`src/rtl/shiftreg_pkg.sv`:
```
// ---------------------------------------------------------------------------
// shiftreg_pkg
// Shared definitions for the bidirectional shift register and its feeder.
//   DEFAULT_WIDTH : default register/word width
//   DIR_LEFT      : direction code for a left shift (mode = 1)
//   DIR_RIGHT     : direction code for a right shift (mode = 0)
//   state_t       : feeder FSM states
// ---------------------------------------------------------------------------
package shiftreg_pkg;

  localparam int   DEFAULT_WIDTH = 4;
  localparam logic DIR_LEFT      = 1'b1;
  localparam logic DIR_RIGHT     = 1'b0;

  typedef enum logic [1:0] {
    IDLE,
    SHIFT,
    DONE
  } state_t;

endpackage

```
`src/rtl/shiftreg_feeder.sv`:
```
// ---------------------------------------------------------------------------
// shiftreg_feeder
// Parallel-to-serial loader placed directly upstream of the bidirectional
// shift register. A word and a direction are accepted over valid/ready, then
// serialised onto datain/mode for WIDTH clocks so that the register's
// parallel output equals the word exactly in the cycle where done is high.
//
// Ports:
//   clk       : clock, rising edge
//   reset     : synchronous, active-high
//   in_valid  : upstream word available
//   in_ready  : feeder can accept a word this cycle (IDLE or DONE)
//   in_word   : word to load, sampled on accept
//   in_dir    : 1 = left (MSB first), 0 = right (LSB first), sampled on accept
//   datain    : registered serial bit to the shift register
//   mode      : registered direction to the shift register
//   busy      : high while bits are being driven
//   done      : one-cycle pulse, register output valid this cycle
//   exp_word  : copy of the last accepted word
// ---------------------------------------------------------------------------
module shiftreg_feeder
  import shiftreg_pkg::*;
#(
  parameter int WIDTH = DEFAULT_WIDTH
) (
  input  logic             clk,
  input  logic             reset,
  input  logic             in_valid,
  output logic             in_ready,
  input  logic [WIDTH-1:0] in_word,
  input  logic             in_dir,
  output logic             datain,
  output logic             mode,
  output logic             busy,
  output logic             done,
  output logic [WIDTH-1:0] exp_word
);

  localparam int            CW   = $clog2(WIDTH);
  localparam logic [CW-1:0] LAST = CW'(WIDTH - 1);

  state_t           state, state_n;
  logic [CW-1:0]    cnt, cnt_n;
  logic             datain_n;
  logic             mode_n;
  logic             busy_n;
  logic             done_n;
  logic [WIDTH-1:0] word_n;
  logic             accept;

  // Bit sent on the idx-th shifting cycle. Left shifts need the MSB to travel
  // furthest, so it goes first; right shifts mirror that with the LSB.
  function automatic logic bit_at(input logic [WIDTH-1:0] w,
                                  input logic [CW-1:0]    idx,
                                  input logic             dir);
    logic r;
    if (dir == DIR_LEFT) r = w[LAST - idx];
    else                 r = w[idx];
    return r;
  endfunction

  assign in_ready = (state == IDLE) || (state == DONE);
  assign accept   = in_valid && in_ready;

  // Next-state and next-output logic. All outputs are registered, so this
  // block computes the value each output takes after the coming edge. The
  // DONE cycle doubles as an accept slot to allow back-to-back words.
  always_comb begin
    state_n  = state;
    cnt_n    = cnt;
    datain_n = 1'b0;
    mode_n   = mode;
    busy_n   = 1'b0;
    done_n   = 1'b0;
    word_n   = exp_word;
    case (state)
      IDLE, DONE: begin
        if (accept) begin
          state_n  = SHIFT;
          cnt_n    = '0;
          datain_n = bit_at(in_word, '0, in_dir);
          mode_n   = in_dir;
          busy_n   = 1'b1;
          word_n   = in_word;
        end else begin
          state_n = IDLE;
        end
      end
      SHIFT: begin
        if (cnt == LAST) begin
          state_n = DONE;
          done_n  = 1'b1;
        end else begin
          cnt_n    = cnt + CW'(1);
          datain_n = bit_at(exp_word, cnt + CW'(1), mode);
          busy_n   = 1'b1;
        end
      end
      default: state_n = IDLE;
    endcase
  end

  // State and output registers; reset wins over any simultaneous accept.
  always_ff @(posedge clk) begin
    if (reset) begin
      state    <= IDLE;
      cnt      <= '0;
      datain   <= 1'b0;
      mode     <= 1'b0;
      busy     <= 1'b0;
      done     <= 1'b0;
      exp_word <= '0;
    end else begin
      state    <= state_n;
      cnt      <= cnt_n;
      datain   <= datain_n;
      mode     <= mode_n;
      busy     <= busy_n;
      done     <= done_n;
      exp_word <= word_n;
    end
  end

endmodule

```
`config.mk`:
```
export PLATFORM = sky130hd
export DESIGN_NAME = shiftreg_feeder
export DESIGN_NICKNAME = d
export VERILOG_FILES = /design/src/rtl/shiftreg_pkg.sv /design/src/rtl/shiftreg_feeder.sv
export SDC_FILE = /design/constraint.sdc
export NUM_CORES = 1
export LEC_CHECK = 0
export ABC_AREA = 1
export BUFFER_PORTS_ARGS = -buffer_cell sky130_fd_sc_hd__buf_4
export CAP_MARGIN = 0
export CORE_AREA = 8 8 45 47
export DETAILED_ROUTE_END_ITERATION = 6
export DIE_AREA = 0 0 53 55
export RECOVER_POWER = 25
export SETUP_SLACK_MARGIN = 0.4
export SLEW_MARGIN = 25
export SYNTH_ARGS = -nofsm -noshare
export SYNTH_HDL_FRONTEND = slang
export SYNTH_SLANG_ARGS = --single-unit
```
`constraint.sdc`:
```
create_clock -name clk -period 1.35 [get_ports clk]
set_clock_uncertainty 0.05 [all_clocks]
set_input_delay 0 -clock clk [delete_from_list [all_inputs] [get_ports clk]]
set_output_delay 0 -clock clk [all_outputs]
set_load 0.02 [all_outputs]
```
==> results of run 1 <==
[synth_stat cells]
library cell              number
sky130_fd_sc_hd__a21oi_1       5
sky130_fd_sc_hd__dfxtp_1      12
sky130_fd_sc_hd__ha_1          1
sky130_fd_sc_hd__inv_1         8
sky130_fd_sc_hd__inv_2         4
sky130_fd_sc_hd__nand2_1      12
sky130_fd_sc_hd__nand2_2       1
sky130_fd_sc_hd__nand3_1       5
sky130_fd_sc_hd__nand3_2       1
sky130_fd_sc_hd__nor2_1        8
sky130_fd_sc_hd__nor2_2        1
sky130_fd_sc_hd__nor2_8        1
sky130_fd_sc_hd__nor3_1        2
sky130_fd_sc_hd__o21a_1        2
sky130_fd_sc_hd__o21ai_1       4
sky130_fd_sc_hd__o22ai_1       1
sky130_fd_sc_hd__or2_4         1
[worst paths after layout]
| kind | end | slack, ns | from | depth (start not counted) |
|---|---|---|---|---|
| max | datain | 0.20 | cnt[0] | 7 |
| min | exp_word[2] | 0.04 | in_valid | 3 |
| max reg2reg | datain | 0.20 | cnt[0] | 7 |
| min reg2reg | exp_word[2] | 0.45 | exp_word[2] | 2 |
[cell families after synthesis]
family                     count (synthesis)
DFF                                       12
and+or+nand+nor                           32
buffers and inverters                     12
AOI/OAI and AO/OA                         12
adders and majority gates                  1
[per-layer routing]
metal / GRT usage / vias up / wire length [um]
met1: 0.1087 / 247 / 499
met5: 0 / - / 0
met3: 0.04011 / 4 / 106
li1: - / 274 / -
met2: 0.1914 / 14 / 689
met4: 0.03879 / 0 / 18
[worst register-to-register path, stage by stage, from the launching register on]
cell and delay, ns:
sky130_fd_sc_hd__dfxtp_4 0.37, sky130_fd_sc_hd__ha_4 0.29, sky130_fd_sc_hd__inv_2 0.05, sky130_fd_sc_hd__nand3_2 0.05
sky130_fd_sc_hd__nand2_1 0.05, sky130_fd_sc_hd__nand2_1 0.06, sky130_fd_sc_hd__nand3_2 0.06, sky130_fd_sc_hd__a21oi_2 0.10
[cell usage in the layout (no fill, tap or decap), drive strengths merged]
cell,count
buf,14
or2,1
o21ai,4
inv,12
o21a,2
ha,1
a21oi,5
o22ai,1
nor2,10
nand2,13
nor3,2
dlygate4sd3,4
dfxtp,12
clkbuf,9
nand3,6
[power groups by stage]
stage / logic, mW / registers, mW / clock network [mW]
after floorplan: 0.114 / 0.431 / 0
after global placement: 0.210 / 0.410 / 0
after detailed placement: 0.212 / 0.411 / 0
after CTS: 0.250 / 0.401 / 0.239
after global routing: 0.269 / 0.404 / 0.260
final: 0.242 / 0.400 / 0.232
[sequential cells by signal, summed over array words and instances (netlist names)]
name	count
cnt	2
datain	1
exp_word	4
busy	1
done	1
mode	1
state	2
[area by class of cell]
class / instances / area (um2) / area share
Timing Repair Buffer: 23 / 176.4 / 0.2227
Inverter: 12 / 47.55 / 0.06003
Clock buffer: 4 / 26.28 / 0.03318
Multi-Input combinational cell: 45 / 276.5 / 0.3491
Sequential cell: 12 / 245.2 / 0.3096
Tap cell: 16 / 20.02 / 0.02528
[repair_timing]
item,4_1_cts,5_1_grt
gates resized for setup,3,2
hold endpoints to repair,9,0
pin swaps,2,1
setup buffers,3,0
hold buffers,4,0
setup endpoints to repair,9,9
[through the flow]
stage          cell area [um2]  power [mW]  cells  worst slack [ns]
6_report                 792.0      0.8741    112            0.2007
5_1_grt                  792.0      0.9334    112            0.1678
4_1_cts                  804.5      0.8895    112            0.2088
3_5_place_dp             691.9      0.6222    101            0.1984
3_3_place_gp             691.9      0.6194    101            0.2223
2_1_floorplan            551.8      0.5448     69            0.2634
==> impl_metrics.tcl, run 1 <==
set metrics [dict create \
    slew_headroom 0.8284 \
    routed_wire_length_per_instance_um 11.73 \
    report.final.slew_viol_count 0 \
    dominant_delay_contributor_by_cell_family_on_the_critical_path "flip-flops" \
    critical_path.slowest_cell "sky130_fd_sc_hd__dfxtp_4" \
    number_of_maximum_capacitance_constraint_violations 0 \
    p_comb_frac 0.277 \
    synth.yosys.warnings 0 \
    worst_path_required_time_ns 1.50 \
    synth_fp_nets 78 \
    synthCells 69 \
    tns_ns 0 \
    drive_above_1_share 0.3542 \
    hold_viol_final 0 \
    relative_area_change_from_synthesis_to_final_layout_pct 50.71 \
    sw_frac_of_total 0.3078 \
    drt_first_iter_violations 6 \
    crit_path_max_fanout 4 \
    diodes 0 \
    global_route_wire_length_before_repair_um 2304 \
    main_combinational_cell_family_by_area_after_synthesis "simple AND/OR/NAND/NOR gates" \
    timing.critical_path.slowest_cell_delay_ns 0.37 \
    worstMarginPinSlew_ns 0.2584 \
    fin_crit_sh 0.8514 \
    critical_path_buf_inv_count 1 \
    core_area_um2 1384 \
    synth.top_cell.area_share 0.4571 \
    grt.total_usage 0.1058 \
    synth_simple_gate_area_share 0.3071 \
    cellInternalPower_uw 605.1 \
    fillerInstances 146 \
    die_height_um 55 \
    start_kind "register" \
    num_vias 539 \
    clock_insertion_delay_worst_skew_ns 0.27 \
    synthDominantAreaCellType "sky130_fd_sc_hd__dfxtp_1" \
    drcViolationCount 0 \
    cellLeakagePower_nw 0.3504 \
    cts.root.buffer_cell "sky130_fd_sc_hd__clkbuf_4" \
    via_count_of_the_first_global_routing_pass 532 \
    tritoncts_num_sinks 12 \
    muxShareOfSynthArea 0 \
    drt_wl_total_um 1314 \
    timing.setup.critical_path_class "reg2reg" \
    final_antenna_net_count 0 \
    whs_ns 0.04487 \
    synth-adder-area-share 0.02381 \
    power_frac_seq 0.458 \
    finish.net_count 106 \
    synth_xor_area_frac 0 \
    timing.critical_path.cells "ha_4 > inv_2 > nand3_2 > nand2_1 > nand2_1 > nand3_2 > a21oi_2" \
    max_clock_freq_mhz 870.1 \
    global_route.overflow_total 0 \
    dp_hpwl_um 957.6 \
    final_util 0.5723 \
    clock_pin_slew_on_the_worst_setup_and_hold_paths_ns 0.08 \
    io-pin-count 17 \
    portbufs 16 \
    peakVddDrop_mv 0.4236 \
    cts_buffer_depth 2 \
    synth_seq_cells 12 \
    final-setup-viol-count 0 \
    min_path_type "in2reg" \
    cts-buffers-inserted 3 \
    synth.distinct_cells 17 \
    outcome "complete, no violations" \
    grt_max_degree 10 \
    synth-seq-area-share 0.4571 \
    drt-vias-per-instance 4.813 \
    synth.avg_cell_area_um2 7.616 \
    cts_tree "built" \
    post_synth_instance_area_um2 525.5 \
    finalCriticalPeriod_ns 1.149 \
    place.gp.congestion 0.8903 \
    grt_antenna_before_repair 0 \
    synth_compound_gate_area_share 0.1262 \
    switching_power_uw 269.0 \
    starting_density_of_the_core 0.3797 \
    clockPowerShare 0.265 \
    floorplan.die.width_um 53 \
    end_kind "register" \
    cp_data_arrival_time_ns 1.30 \
    pwrdens_nw_per_um2 1104 \
    detail_route.first_pass.iterations 4 \
    rsz0062_at_grt "yes" \
    die_area_um2 2915 \
    core.rowCount 14 \
    cell_types_occupying_the_most_area_after_synthesis "sky130_fd_sc_hd__dfxtp_1 46%, sky130_fd_sc_hd__nand2_1 8.6%, sky130_fd_sc_hd__inv_1 5.7%" \
    cts_max_level 1 \
]
(Power assumes the default switching activity.)
==> run 2: changes to the inputs <==
RECOVER_POWER = default   (was 25)
==> run 2 against run 1 <==
Net effect:
- worst setup slack got worse by 0.0021 ns
- critical path depth did not move
- die area did not move
- count of clock-buffer cells in the layout did not move
- global-route usage did not move
- power rose by 1.2%
- maximum frequency fell by 0.19%
- sequential share of layout area fell by 0.72 points
- sequential power barely moved
- critical path type unchanged
- critical endpoint unchanged
==> impl_metrics.tcl, run 2 (same netlist as run 1, synthesis figures left out) <==
set metrics [dict create \
    via_count_of_the_first_global_routing_pass 532 \
    io-pin-count 17 \
    max_clock_freq_mhz 868.5 \
    fin_crit_sh 0.8529 \
    global_route.usage.met1 0.1087 \
    worst_path_required_time_ns 1.50 \
    worstMarginPinSlew_ns 0.1911 \
    report.final.slew_viol_count 0 \
    cts-buffers-inserted 3 \
    finish.net_count 106 \
    drt-vias-per-instance 4.750 \
    grt_antenna_before_repair 0 \
    drive_above_1_share 0.4063 \
    finalPower_uw 884.5 \
    routed_wire_length_per_instance_um 11.73 \
    outcome "complete, no violations" \
    most_flop_heavy_register "exp_word" \
    cts_max_level 1 \
    largest_register_ff_count 4 \
    grt.busiest_layer "met2" \
    cts_tree "built" \
    starting_density_of_the_core 0.3797 \
    dominant_delay_contributor_by_cell_family_on_the_critical_path "flip-flops" \
    holdCritStartpoint "in_valid" \
    crit_path_max_fanout 4 \
    dp_hpwl_um 957.6 \
    tritoncts_num_sinks 12 \
    pwrdens_nw_per_um2 1091 \
    most_frequent_cells_in_the_layout "18 x sky130_fd_sc_hd__buf_4, 12 x sky130_fd_sc_hd__nand2_1, 10 x sky130_fd_sc_hd__dfxtp_1, 8 x sky130_fd_sc_hd__nor2_1, 7 x sky130_fd_sc_hd__inv_1" \
    cellLeakagePower_nw 0.3707 \
    cp_data_arrival_time_ns 1.30 \
    core_area_um2 1384 \
    reg_top3 "exp_word (4), cnt (2), state (2)" \
    number_of_maximum_capacitance_constraint_violations 0 \
    timing.critical_path.cells "ha_4 > inv_2 > nand3_2 > nand2_1 > nand2_1 > nand3_2 > a21oi_2" \
    drcViolationCount 0 \
    diodes 0 \
    tns_ns 0 \
    drt_wl_total_um 1314 \
    cts_buffer_depth 2 \
    global_route_wire_length_before_repair_um 2304 \
    final_antenna_net_count 0 \
    rsz0062_at_grt "yes" \
    end_kind "register" \
    die_area_um2 2915 \
    relative_area_change_from_synthesis_to_final_layout_pct 54.29 \
    core.rowCount 14 \
    die_height_um 55 \
    clock_pin_slew_on_the_worst_setup_and_hold_paths_ns 0.08 \
    most_common_cell_after_layout_fill_and_taps_aside "sky130_fd_sc_hd__buf_4" \
    switching_power_uw 270.0 \
    sw_frac_of_total 0.3053 \
    peakVddDrop_mv 0.4251 \
    place.gp.congestion 0.8903 \
    grt_max_degree 10 \
    timing.critical_path.from "cnt[0]" \
    final-setup-viol-count 0 \
    min_path_type "in2reg" \
    gr-usage-met2 0.1914 \
    gr-usage-met3 0.04011 \
    slew_headroom 0.8726 \
    floorplan.die.width_um 53 \
    clockPowerShare 0.263 \
    critical_path_buf_inv_count 1 \
    cellInternalPower_uw 614.5 \
    num_vias 532 \
    grt.total_usage 0.1058 \
    worstReg2RegStart "cnt[0]" \
    critical_path.slowest_cell "sky130_fd_sc_hd__dfxtp_4" \
    global_route.overflow_total 0 \
    hold_viol_final 0 \
    timing.setup.critical_path_class "reg2reg" \
    p_comb_frac 0.284 \
    detail_route.first_pass.iterations 4 \
    drt_first_iter_violations 5 \
    cts.root.buffer_cell "sky130_fd_sc_hd__clkbuf_4" \
    power_frac_seq 0.453 \
    clock_insertion_delay_worst_skew_ns 0.27 \
    fillerInstances 138 \
    timing.critical_path.slowest_cell_delay_ns 0.37 \
    start_kind "register" \
    whs_ns 0.04419 \
    finalCriticalPeriod_ns 1.151 \
    portbufs 16 \
]
run 2: repair_timing:
action / CTS / global route
setup buffers: 3 / 0
pin swaps: 2 / 1
gates resized for setup: 3 / 2
hold buffers: 4 / 0
hold endpoints to repair: 9 / 0
setup endpoints to repair: 9 / 9
run 2: stage by stage:
step	worst slack [ns]	util	cells	cell area, um2
after detailed placement	0.1984	0.5000	101	691.9
after floorplan	0.2634	-	69	551.8
final	0.1985	0.5859	112	810.8
after CTS	0.2088	0.5814	112	804.5
after global placement	0.2223	0.5000	101	691.9
after global routing	0.1678	0.5859	112	810.8
run 2: worst min-delay path, delay by kind of cell:
family / cells / cell delay, ns
compound gates: 1 / 0.14
buf+inv: 1 / 0.09
simple gates: 1 / 0.09
run 2: area by class of cell:
type / instances / area (um2) / area share
clock buffer: 4 / 26.28 / 0.03241
inverter: 12 / 47.55 / 0.05864
multi-input combinational: 45 / 276.5 / 0.3410
sequential: 12 / 245.2 / 0.3025
tap: 16 / 20.02 / 0.02469
timing repair buffer: 23 / 195.2 / 0.2407
run 2: final timing paths:
kind / endpoint / slack [ns] / depth (start not counted)
max: datain / 0.20 / 7
min: exp_word[2] / 0.04 / 3
max reg2reg: datain / 0.20 / 7
min reg2reg: exp_word[2] / 0.45 / 2
run 2: power by group through the flow:
stage / clock network [mW] / registers (mW) / logic, mW
CTS: 0.239 / 0.401 / 0.250
detailed placement: 0 / 0.411 / 0.212
global route: 0.260 / 0.404 / 0.278
global placement: 0 / 0.410 / 0.210
finish: 0.233 / 0.401 / 0.251
floorplan: 0 / 0.431 / 0.114
run 2: layer usage:
layer	part of all wire	wire [um]
met1	0.39	508
met2	0.52	683
met3	0.078	103
met4	0.014	18
met5	0	0
